--- config.mk ---
export PLATFORM = sky130hd
export DESIGN_NAME = alu_control_muldiv
export DESIGN_NICKNAME = d
export VERILOG_FILES = /design/src/rtl/alu_ctrl_pkg.sv /design/src/rtl/muldiv_core.sv /design/src/rtl/alu_control_muldiv.sv
export SDC_FILE = /design/constraint.sdc
export NUM_CORES = 1
export LEC_CHECK = 0
export CORE_MARGIN = 10
export CORE_UTILIZATION = 55
export CTS_CLUSTER_DIAMETER = 150
export DETAILED_ROUTE_END_ITERATION = 10
export PLACE_DENSITY = 0.87
export SETUP_SLACK_MARGIN = 0.5
export SYNTH_ARGS = -nofsm -noshare
export SYNTH_HDL_FRONTEND = slang
export SYNTH_SLANG_ARGS = --single-unit
--- constraint.sdc ---
create_clock -name clk -period 5.6 [get_ports clk]
set_clock_uncertainty 0.15 [all_clocks]
set_input_delay 1.12 -clock clk [delete_from_list [all_inputs] [get_ports clk]]
set_output_delay 1.12 -clock clk [all_outputs]
set_load 0.05 [all_outputs]
--- src/rtl/alu_ctrl_pkg.sv ---
// alu_ctrl_pkg
// Shared constants for the EX-stage ALU control and the M-extension
// sequencer: ALUSel encodings, ALUop classes, M-op funct3 codes and the
// sequencer state type.
package alu_ctrl_pkg;

  // ALU operation select encodings driven onto the EX datapath
  localparam logic [3:0] ALU_AND    = 4'b0000;
  localparam logic [3:0] ALU_OR     = 4'b0001;
  localparam logic [3:0] ALU_ADD    = 4'b0010;
  localparam logic [3:0] ALU_XOR    = 4'b0011;
  localparam logic [3:0] ALU_SLT    = 4'b0100;
  localparam logic [3:0] ALU_SLTU   = 4'b0101;
  localparam logic [3:0] ALU_SUB    = 4'b0110;
  localparam logic [3:0] ALU_SRL    = 4'b0111;
  localparam logic [3:0] ALU_SRA    = 4'b1000;
  localparam logic [3:0] ALU_SLL    = 4'b1001;
  localparam logic [3:0] ALU_MULDIV = 4'b1111;

  // Instruction class presented by the main decoder
  localparam logic [1:0] ALUOP_MEM    = 2'b00;
  localparam logic [1:0] ALUOP_BRANCH = 2'b01;
  localparam logic [1:0] ALUOP_R      = 2'b10;
  localparam logic [1:0] ALUOP_I      = 2'b11;

  // funct7 value that marks an R-type instruction as an M-extension op
  localparam logic [6:0] F7_MULDIV = 7'b0000001;

  // M-extension funct3 codes
  localparam logic [2:0] F3_MUL    = 3'b000;
  localparam logic [2:0] F3_MULH   = 3'b001;
  localparam logic [2:0] F3_MULHSU = 3'b010;
  localparam logic [2:0] F3_MULHU  = 3'b011;
  localparam logic [2:0] F3_DIV    = 3'b100;
  localparam logic [2:0] F3_DIVU   = 3'b101;
  localparam logic [2:0] F3_REM    = 3'b110;
  localparam logic [2:0] F3_REMU   = 3'b111;

  // Multiply/divide sequencer states
  typedef enum logic [1:0] {
    S_IDLE = 2'b00,
    S_CALC = 2'b01,
    S_DONE = 2'b10
  } muldiv_state_t;

endpackage

--- src/rtl/muldiv_core.sv ---
// muldiv_core
// Iterative RV32M datapath: one shift-add multiply step or one restoring
// divide step per cycle on magnitudes, with sign correction at the end.
// Ports:
//   clk, rst              clock, asynchronous active-high reset
//   i_start               M-op issue request (already qualified by valid/flush)
//   i_flush               abandon the operation in flight
//   i_funct3              M-op selector
//   i_operand_a/b         rs1/rs2 values, sampled only at issue
//   o_result              final result, valid while o_done
//   o_done                one-cycle completion pulse
//   o_state               sequencer state, used for the stall handshake
module muldiv_core
  import alu_ctrl_pkg::*;
#(
  parameter int XLEN = 32
) (
  input  logic                clk,
  input  logic                rst,
  input  logic                i_start,
  input  logic                i_flush,
  input  logic [2:0]          i_funct3,
  input  logic [XLEN-1:0]     i_operand_a,
  input  logic [XLEN-1:0]     i_operand_b,
  output logic [XLEN-1:0]     o_result,
  output logic                o_done,
  output muldiv_state_t       o_state
);

  localparam int CW = $clog2(XLEN);
  // XLEN is a power of two, so the last iteration index is all ones
  localparam logic [CW-1:0]   LAST_ITER = {CW{1'b1}};
  localparam logic [XLEN-1:0] MOST_NEG  = {1'b1, {(XLEN-1){1'b0}}};

  muldiv_state_t     r_state;
  logic [CW-1:0]     r_count;
  logic [2*XLEN-1:0] r_work;
  logic [XLEN-1:0]   r_opb;
  logic [2:0]        r_funct3;
  logic              r_negQ;
  logic              r_negR;
  logic [XLEN-1:0]   r_result;
  logic              r_done;

  // Issue-time operand conditioning: signedness per op, magnitudes and
  // the divide corner cases that finish without iterating
  logic            w_isDiv, w_signedA, w_signedB, w_negA, w_negB;
  logic [XLEN-1:0] w_magA, w_magB;
  logic            w_divZero, w_ovf, w_special;
  logic [XLEN-1:0] w_specialResult;

  assign w_isDiv   = i_funct3[2];
  assign w_signedA = w_isDiv ? ~i_funct3[0] : (i_funct3[1:0] != 2'b11);
  assign w_signedB = w_isDiv ? ~i_funct3[0] : ~i_funct3[1];
  assign w_negA    = w_signedA & i_operand_a[XLEN-1];
  assign w_negB    = w_signedB & i_operand_b[XLEN-1];
  assign w_magA    = w_negA ? -i_operand_a : i_operand_a;
  assign w_magB    = w_negB ? -i_operand_b : i_operand_b;
  assign w_divZero = w_isDiv & (i_operand_b == '0);
  assign w_ovf     = w_isDiv & ~i_funct3[0] & (i_operand_a == MOST_NEG) &
                     (i_operand_b == '1);
  assign w_special = w_divZero | w_ovf;
  // funct3[1] separates remainder ops from quotient ops
  assign w_specialResult = w_divZero ? (i_funct3[1] ? i_operand_a : '1)
                                     : (i_funct3[1] ? '0 : MOST_NEG);

  // One iteration of each algorithm. Multiply keeps the multiplier in the
  // low half and accumulates into the high half while shifting right.
  // Divide shifts the dividend left into a partial remainder in the high
  // half and shifts quotient bits in from the bottom.
  logic [XLEN:0]     w_sum;
  logic [2*XLEN-1:0] w_mulNext;
  logic [XLEN:0]     w_remShift;
  logic [XLEN-1:0]   w_diff;
  logic              w_fits;
  logic [2*XLEN-1:0] w_divNext;
  logic [2*XLEN-1:0] w_workNext;

  assign w_sum      = {1'b0, r_work[2*XLEN-1:XLEN]} + {1'b0, r_opb};
  assign w_mulNext  = r_work[0] ? {w_sum, r_work[XLEN-1:1]}
                                : {1'b0, r_work[2*XLEN-1:1]};
  assign w_remShift = r_work[2*XLEN-1:XLEN-1];
  assign w_fits     = (w_remShift >= {1'b0, r_opb});
  // The true difference is below the divisor, so the low XLEN bits suffice
  assign w_diff     = w_remShift[XLEN-1:0] - r_opb;
  assign w_divNext  = w_fits ? {w_diff, r_work[XLEN-2:0], 1'b1}
                             : {r_work[2*XLEN-2:0], 1'b0};
  assign w_workNext = r_funct3[2] ? w_divNext : w_mulNext;

  // Sign correction applied to the final iteration's value
  logic [2*XLEN-1:0] w_prod;
  logic [XLEN-1:0]   w_quot, w_rem, w_final;

  assign w_prod = r_negQ ? -w_workNext : w_workNext;
  assign w_quot = r_negQ ? -w_workNext[XLEN-1:0] : w_workNext[XLEN-1:0];
  assign w_rem  = r_negR ? -w_workNext[2*XLEN-1:XLEN]
                         : w_workNext[2*XLEN-1:XLEN];

  // Pick the half/part of the corrected value that the M-op asks for
  always_comb begin
    w_final = w_quot;
    case (r_funct3)
      F3_MUL:                       w_final = w_prod[XLEN-1:0];
      F3_MULH, F3_MULHSU, F3_MULHU: w_final = w_prod[2*XLEN-1:XLEN];
      F3_DIV, F3_DIVU:              w_final = w_quot;
      F3_REM, F3_REMU:              w_final = w_rem;
      default:                      w_final = w_quot;
    endcase
  end

  // Sequencer: latch at issue, iterate XLEN times, publish the result for
  // exactly one DONE cycle. A flush abandons the operation without a pulse.
  always_ff @(posedge clk or posedge rst) begin
    if (rst) begin
      r_state  <= S_IDLE;
      r_count  <= '0;
      r_work   <= '0;
      r_opb    <= '0;
      r_funct3 <= '0;
      r_negQ   <= 1'b0;
      r_negR   <= 1'b0;
      r_result <= '0;
      r_done   <= 1'b0;
    end else begin
      r_done <= 1'b0;
      case (r_state)
        S_IDLE: begin
          if (i_start) begin
            r_work   <= {{XLEN{1'b0}}, w_magA};
            r_opb    <= w_magB;
            r_funct3 <= i_funct3;
            r_negQ   <= w_negA ^ w_negB;
            r_negR   <= w_negA;
            r_count  <= '0;
            if (w_special) begin
              r_result <= w_specialResult;
              r_done   <= 1'b1;
              r_state  <= S_DONE;
            end else begin
              r_state <= S_CALC;
            end
          end
        end
        S_CALC: begin
          if (i_flush) begin
            r_state <= S_IDLE;
          end else begin
            r_work  <= w_workNext;
            r_count <= r_count + 1'b1;
            if (r_count == LAST_ITER) begin
              r_result <= w_final;
              r_done   <= 1'b1;
              r_state  <= S_DONE;
            end
          end
        end
        S_DONE:  r_state <= S_IDLE;
        default: r_state <= S_IDLE;
      endcase
    end
  end

  assign o_result = r_result;
  assign o_done   = r_done;
  assign o_state  = r_state;

endmodule

--- src/rtl/alu_control_muldiv.sv ---
// alu_control_muldiv
// EX-stage ALU control: decodes ALUop/funct3/funct7 into ALUSel, detects
// M-extension ops and holds the pipeline while muldiv_core works on them.
// Ports:
//   clk, rst              clock, asynchronous active-high reset
//   i_funct3, i_funct7    instruction[14:12], instruction[31:25]
//   i_ALUop               00 mem/jalr, 01 branch, 10 R-type, 11 I-type
//   i_ex_valid, i_flush   EX instruction valid / kill
//   i_operand_a/b         rs1/rs2 values
//   o_ALUSel              combinational ALU operation select
//   o_muldiv_result       M-op result, valid while o_muldiv_done
//   o_muldiv_done         one-cycle result-valid pulse
//   o_stall               hold IF/ID/EX while an M-op is in progress
module alu_control_muldiv
  import alu_ctrl_pkg::*;
#(
  parameter int XLEN     = 32,
  parameter bit ENABLE_M = 1'b1
) (
  input  logic            clk,
  input  logic            rst,
  input  logic [2:0]      i_funct3,
  input  logic [6:0]      i_funct7,
  input  logic [1:0]      i_ALUop,
  input  logic            i_ex_valid,
  input  logic            i_flush,
  input  logic [XLEN-1:0] i_operand_a,
  input  logic [XLEN-1:0] i_operand_b,
  output logic [3:0]      o_ALUSel,
  output logic [XLEN-1:0] o_muldiv_result,
  output logic            o_muldiv_done,
  output logic            o_stall
);

  logic          w_mOp;
  logic          w_start;
  muldiv_state_t w_state;

  assign w_mOp   = ENABLE_M && (i_ALUop == ALUOP_R) && (i_funct7 == F7_MULDIV);
  assign w_start = w_mOp & i_ex_valid & ~i_flush;

  // ALUSel decode. R and I types share the funct3 map; only R-type uses
  // funct7[5] to select SUB, while both use it to select SRA.
  always_comb begin
    o_ALUSel = ALU_ADD;
    case (i_ALUop)
      ALUOP_MEM:    o_ALUSel = ALU_ADD;
      ALUOP_BRANCH: o_ALUSel = ALU_SUB;
      ALUOP_R, ALUOP_I: begin
        case (i_funct3)
          3'b000: o_ALUSel = ((i_ALUop == ALUOP_R) && i_funct7[5]) ? ALU_SUB : ALU_ADD;
          3'b001: o_ALUSel = ALU_SLL;
          3'b010: o_ALUSel = ALU_SLT;
          3'b011: o_ALUSel = ALU_SLTU;
          3'b100: o_ALUSel = ALU_XOR;
          3'b101: o_ALUSel = i_funct7[5] ? ALU_SRA : ALU_SRL;
          3'b110: o_ALUSel = ALU_OR;
          3'b111: o_ALUSel = ALU_AND;
          default: o_ALUSel = ALU_ADD;
        endcase
        if (w_mOp) o_ALUSel = ALU_MULDIV;
      end
      default: o_ALUSel = ALU_ADD;
    endcase
  end

  muldiv_core #(.XLEN(XLEN)) u_core (
    .clk         (clk),
    .rst         (rst),
    .i_start     (w_start),
    .i_flush     (i_flush),
    .i_funct3    (i_funct3),
    .i_operand_a (i_operand_a),
    .i_operand_b (i_operand_b),
    .o_result    (o_muldiv_result),
    .o_done      (o_muldiv_done),
    .o_state     (w_state)
  );

  // Stall releases in DONE so the pipeline moves on as the result lands.
  // Reset also forces it low so the pipeline is never held under reset.
  assign o_stall = w_start & (w_state != S_DONE) & ~rst;

endmodule

-- Word level (Yosys, flattened, before mapping)
Index checks and enable logic that the tools add are counted.
- output and inout port bits: 38
- register bits after elaboration: 141
- reductions and logical operators: 16
- muxes and demuxes: 40
- bitwise operators: 16
- equality and inequality tests: 29
- magnitude comparators: 1
- add/sub/neg operators: 8
- operator list (operator ; count):
    $mux 64 ; 6
    $mux 32 ; 11
    $neg 32->32 ; 4
    $pmux 32 s4 ; 1
    $pmux 64 s2 ; 1
    $eq 32x32->1 const B ; 2
    $neg 64->64 ; 1
    $pmux 32 s2 ; 1
    $add 32x32->33 ; 1
    $ge 33x32->1 ; 1
    $logic_not 32->1 ; 1
    $pmux 4 s8 ; 1
    $sub 32x32->32 ; 1
    $eq 3x3->1 const B ; 8
    $eq 3x2->1 const B ; 4
    $pmux 4 s3 ; 1
    $and 1x1->1 ; 10
    $mux 5 ; 2
    $pmux 5 s2 ; 1
    $mux 2 ; 4
    $mux 4 ; 2
    $ne 2x2->1 const B ; 4
    $eq 7x1->1 const B ; 1
    $eq 3x1->1 const B ; 2
    22 further kinds ; 39

-- Depth between registers and ports, before layout
- word-level depth: 9
- mapped depth: 26

-- Cells and area by module
A second synthesis with hierarchy kept.
- cells, all modules: 2109
- area total of the unflattened synthesis: 15463.6 µm²
- by module, submodules not included (module ; sequential area each (µm²) ; instances ; area an instance (µm²) ; cells an instance):
    muldiv_core ; 3528.4 ; 1 ; 15278.4 ; 2087
    alu_control_muldiv ; 0.0 ; 1 ; 185.2 ; 22

-- Worst setup path before layout
No wires, ideal clock.
- kind: reg-to-reg
- start point: register u_core.r_work[37]
- end point: register u_core.r_result[20] (netlist: u_core.o_result[20])
- cell stages (with the launch flop): 22
- slack: 0.332 ns
- buffers on the path: 3
- data arrival time: 4.976 ns
- clock period less this slack: 5.268 ns
- path through: dfrtp_1 ha_1 a21oi_1 o21ai_0 o211a_1 o21ai_2 clkbuf_1 a31o_2 buf_2 ha_1 o211ai_1 or2_2 clkbuf_1 or2_1 or3_4 or2_1 nor4_2 a41o_1 o21ai_1 mux2i_1 a211oi_1 o221ai_1
- word-level cells in the longest chain between the ends: 9
- ends and longest elaborated chain (item ; line ; RTL):
    start: declaration ; muldiv_core.sv:37 ; logic [2*XLEN-1:0] r_work;
    start signal: assignment ; muldiv_core.sv:129 ; r_work <= {{XLEN{1'b0}}, w_magA};
    start signal: assignment ; muldiv_core.sv:148 ; r_work <= w_workNext;
    $add 32x32->33 (tied with other cells) ; muldiv_core.sv:79 ; assign w_sum = {1'b0, r_work[2*XLEN-1:XLEN]} + {1'b0, r_opb};
    $mux 64 (on tied branches) ; muldiv_core.sv:80, muldiv_core.sv:86 ;
    $mux 64 (*) ; muldiv_core.sv:88 ; assign w_workNext = r_funct3[2] ? w_divNext : w_mulNext;
    $neg 64->64 (tied with other cells) ; muldiv_core.sv:94 ; assign w_prod = r_negQ ? -w_workNext : w_workNext;
    $mux 64 (tied with other cells) ; muldiv_core.sv:94 ;
    $pmux 32 s4 (*) ; muldiv_core.sv:102 ; case (r_funct3)
    $mux 32 (*) ; muldiv_core.sv:150 ; if (r_count == LAST_ITER) begin
    $mux 32 (*) ; muldiv_core.sv:145 ; if (i_flush) begin
    $pmux 32 s2 (*) ; muldiv_core.sv:126 ; case (r_state)
    end signal: assignment ; muldiv_core.sv:136 ; r_result <= w_specialResult;
    end signal: assignment ; muldiv_core.sv:151 ; r_result <= w_final;
    end: declaration ; muldiv_core.sv:42 ; logic [XLEN-1:0] r_result;
Every way passes the cells marked *; elsewhere a longest branch is shown, timed or not. The select of a mux whose other input is x is not followed.
A chain may end at the register's enable or synchronous reset.

-- Worst setup path after layout
- start point: register u_core.r_opb[18]
- end point: register u_core.r_result[8] (netlist: u_core.o_result[8])
- word-level cells in the longest chain between the ends: 9
- ends and longest elaborated chain (item ; line ; RTL):
    start: declaration ; muldiv_core.sv:38 ; logic [XLEN-1:0] r_opb;
    start signal: assignment ; muldiv_core.sv:130 ; r_opb <= w_magB;
    $ge 33x32->1 (*) ; muldiv_core.sv:83 ; assign w_fits = (w_remShift >= {1'b0, r_opb});
    $mux 64 (*) ; muldiv_core.sv:86 ; assign w_divNext = w_fits ? {w_diff, r_work[XLEN-2:0], 1'b1}
    $mux 64 (*) ; muldiv_core.sv:88 ;
    $neg 64->64 (tied with other cells) ; muldiv_core.sv:94 ;
    $mux 64 (tied with other cells) ; muldiv_core.sv:94 ;
    $pmux 32 s4 (*) ; muldiv_core.sv:102 ;
    $mux 32 (*) ; muldiv_core.sv:150 ;
    $mux 32 (*) ; muldiv_core.sv:145 ;
    $pmux 32 s2 (*) ; muldiv_core.sv:126 ;
Marked as above.

==> results.sh <==
export IMPL_dpl_cell_area_um2=17600
export IMPL_grt_max_degree=107
export IMPL_routed_wl_mm=66.8
export IMPL_drt_iter0_drc=3036
export IMPL_antennaDiodeCount=0
export IMPL_die_w_um=188
export IMPL_finalSetupTns_ps=0
export IMPL_synthAdderAreaFrac_pct=5.90
export IMPL_first_pass_iters=9
export IMPL_required_ps=5810
export IMPL_synthFlopType="dfrtp_1"
export IMPL_finalCriticalPeriod_ps=5110
export IMPL_holdPathStages=2
export IMPL_stdcell_count=2659
export IMPL_critPathArrivalTime_ps=5310
export IMPL_worst_path_max_fanout=11
export IMPL_critPathMaxStageDelay_ps=430
export IMPL_fin_ws_ps=492
export IMPL_core_area_um2=27900
export IMPL_start_util_pct=55.8
export IMPL_hold_violations=0
export IMPL_ctsRootBufferMaster="clkbuf_16"
export IMPL_clockBufferDepth=2
export IMPL_yosys_area_share_simple_pct=23.1
export IMPL_tightest_slew_ps=1070
export IMPL_ir_worst_vdd_v=0.000340
export IMPL_synth_fp_nets=2284
export IMPL_drv_slew=0
export IMPL_rsz0062_at_grt="yes"
export IMPL_fill_cells=2363
export IMPL_synth_compound_area_share_pct=29.9
export IMPL_finalSetupViolCount=0
export IMPL_max_cap_violations=0
export IMPL_grt_pass1_wl_mm=103
export IMPL_syn_inst=2132
export IMPL_yosysWarnings=0
export IMPL_num_vias=18300
export IMPL_clock_latency_ps=450
export IMPL_numPortBuffers=117
export IMPL_start_kind="register"
export IMPL_hpwlAfterDp_mm=51.6
export IMPL_synth_seq_cells=141
export IMPL_routedWlPerCell_um=25.1
export IMPL_grt_pass1_vias=17200
export IMPL_yosysSeqAreaShare_pct=22.7
export IMPL_ys_types=93
export IMPL_ios=118
export IMPL_cp_depth=20
export IMPL_cts_hold_buf=0
export IMPL_fin_crit_sh_pct=91.2
export IMPL_pre_cts_slack_ps=36.4
export IMPL_cts_sinks=141
export IMPL_gp_congestion=1.09
export IMPL_hold_path_class="register to register"
export IMPL_cts_tree="yes"
export IMPL_via_per_inst=6.90
export IMPL_cts_buffers=17
export IMPL_row_count=61
export IMPL_antenna_found_initial=4
export IMPL_syn_area_per_cell_um2=7.29
export IMPL_syn_area_um2=15500
export IMPL_slowest_stage="dfrtp_1"
export IMPL_fmax_mhz=196
export IMPL_synth_async_sr_flop_share_pct=100
export IMPL_drc_errors=0
export IMPL_path_clk_slew_ps=70
export IMPL_cts_max_level=4
export IMPL_crit_buf_inv=2
export IMPL_outcome="completed"
export IMPL_power_mw=9.76
export IMPL_synth_edff_count=0
export IMPL_synth_xor_area_share_pct=9.64
export IMPL_dp_cells=2611
export IMPL_drive_gt1_share_pct=13.3
export IMPL_die_area_um2=35400
export IMPL_syn2layout_area_growth_pct=20.1
export IMPL_overflow=0
export IMPL_final_common_cell="nand2_1"
export IMPL_cp_cell_sequence="inv_1 > ha_1 > nand2_1 > or3_4 > nor2_1 > a32oi_1 > and2_4 > a31o_2 > ha_2 > o211ai_1 > or2_2 > or2_4 > or3_4 > or2_4 > buf_6 > o31ai_4 > xor2_1 > a221oi_1 > a211o_1 > a31oi_1"
export IMPL_path_class="register to register"
export IMPL_p_per_area_nw_per_um2=523
export IMPL_ant_nets=0
export IMPL_nets=2420
export IMPL_p_leak_nw=7.93
export IMPL_mostFrequentLayoutCells="nand2_1 (255), o21ai_0 (229), a21oi_1 (180)"
export IMPL_synth_top_family_by_area="compound AO/OA/AOI/OAI gates"
export IMPL_final_area_um2=18700
export IMPL_r2r_cells=20
export IMPL_synth_area_mux_share_pct=3.50
export IMPL_die_h_um=188
export IMPL_relSlewSlack_pct=28.8
export IMPL_crit_family="simple AND/OR/NAND/NOR gates"
export IMPL_end_kind="register"
export IMPL_grt_usage_pct=36.6
export IMPL_hold_slack_ps=365
export IMPL_final_core_util_pct=67.0
flip-flops by register name (all words and copies together) (netlist names):
name / cells
u_core.r_negQ: 1
u_core.r_opb: 32
u_core.r_count: 5
u_core.o_result: 32
u_core.o_state: 2
u_core.r_funct3: 3
u_core.r_negR: 1
u_core.o_done: 1
u_core.r_work: 64
where the power goes:
part	leakage, nW	total, mW	internal, mW	switching [mW]
Combinational	5.84	6.93	2.60	4.33
Clock	0.274	1.18	0.635	0.541
Sequential	1.81	1.66	1.29	0.372
Total	7.93	9.76	4.52	5.24
cell usage after synthesis, types with 14 or more instances:
library cell | number | area [µm²]
a211oi_1 | 26 | 195
a21o_1 | 23 | 173
a21oi_1 | 188 | 941
a31oi_1 | 34 | 213
buf_2 | 23 | 115
clkbuf_1 | 106 | 398
dfrtp_1 | 141 | 3530
ha_1 | 70 | 876
inv_1 | 68 | 255
mux2_2 | 18 | 203
mux2i_1 | 33 | 330
nand2_1 | 256 | 961
nand2b_1 | 22 | 138
nand3_1 | 67 | 335
nand4_1 | 41 | 257
nor2_1 | 182 | 683
nor3_1 | 55 | 275
nor4_1 | 17 | 106
o211ai_1 | 38 | 285
o21a_1 | 18 | 135
o21ai_0 | 235 | 1180
o21ai_1 | 14 | 70.1
o31ai_1 | 29 | 218
or3_1 | 16 | 100
xnor2_1 | 103 | 902
xor2_1 | 68 | 596
routing by layer:
metal	vias to the layer above	track usage (%)	wire [µm]
li1	8099	-	-
met1	8575	49.1	26500
met2	1419	52.5	27200
met3	238	13.0	10200
met4	6	13.5	2950
met5	-	0	40
cell families (layout without fill, tap and decap cells):
logic type | after synthesis | in the layout
AOI/OAI and AO/OA | 741 | 741
xor gates and xnor gates | 171 | 171
adders and majority gates | 72 | 72
buffers and inverters | 208 | 357
DFF | 141 | 141
muxes | 52 | 52
and+or+nand+nor | 747 | 747
worst paths after layout:
kind	startpoint	endpoint	slack [ps]
setup / recovery	u_core.r_opb[18]	u_core.o_result[8]	490
hold / removal	u_core.o_result[23]	u_core.o_result[23]	360
setup reg to reg	u_core.r_opb[18]	u_core.o_result[8]	490
hold reg to reg	u_core.o_result[23]	u_core.o_result[23]	360
max in group asynchronous	rst	u_core.o_result[31]	2970
min in group asynchronous	rst	u_core.r_count[1]	1200
tightest hold or removal path: stages (launching register included):
cell and delay, ps:
dfrtp_1 360, nand2_1 50, o21ai_1 60
final cells by class:
class | instances | area [µm²] | share of cell area [%]
clock buffer | 19 | 443 | 2.37
clock inverter | 13 | 130 | 0.698
inverter | 71 | 274 | 1.47
multi-input combinational | 1783 | 11600 | 62.1
sequential | 141 | 3540 | 19.0
tap | 378 | 473 | 2.54
timing repair buffer | 254 | 2210 | 11.9
timing repair:
item | 4_1_cts | 5_1_grt
setup endpoints to repair | 17 | 28
buffers inserted | 5 | 11
gates resized for setup | 27 | 61
pin swaps | 4 | 16
(Power assumes the default switching activity.)
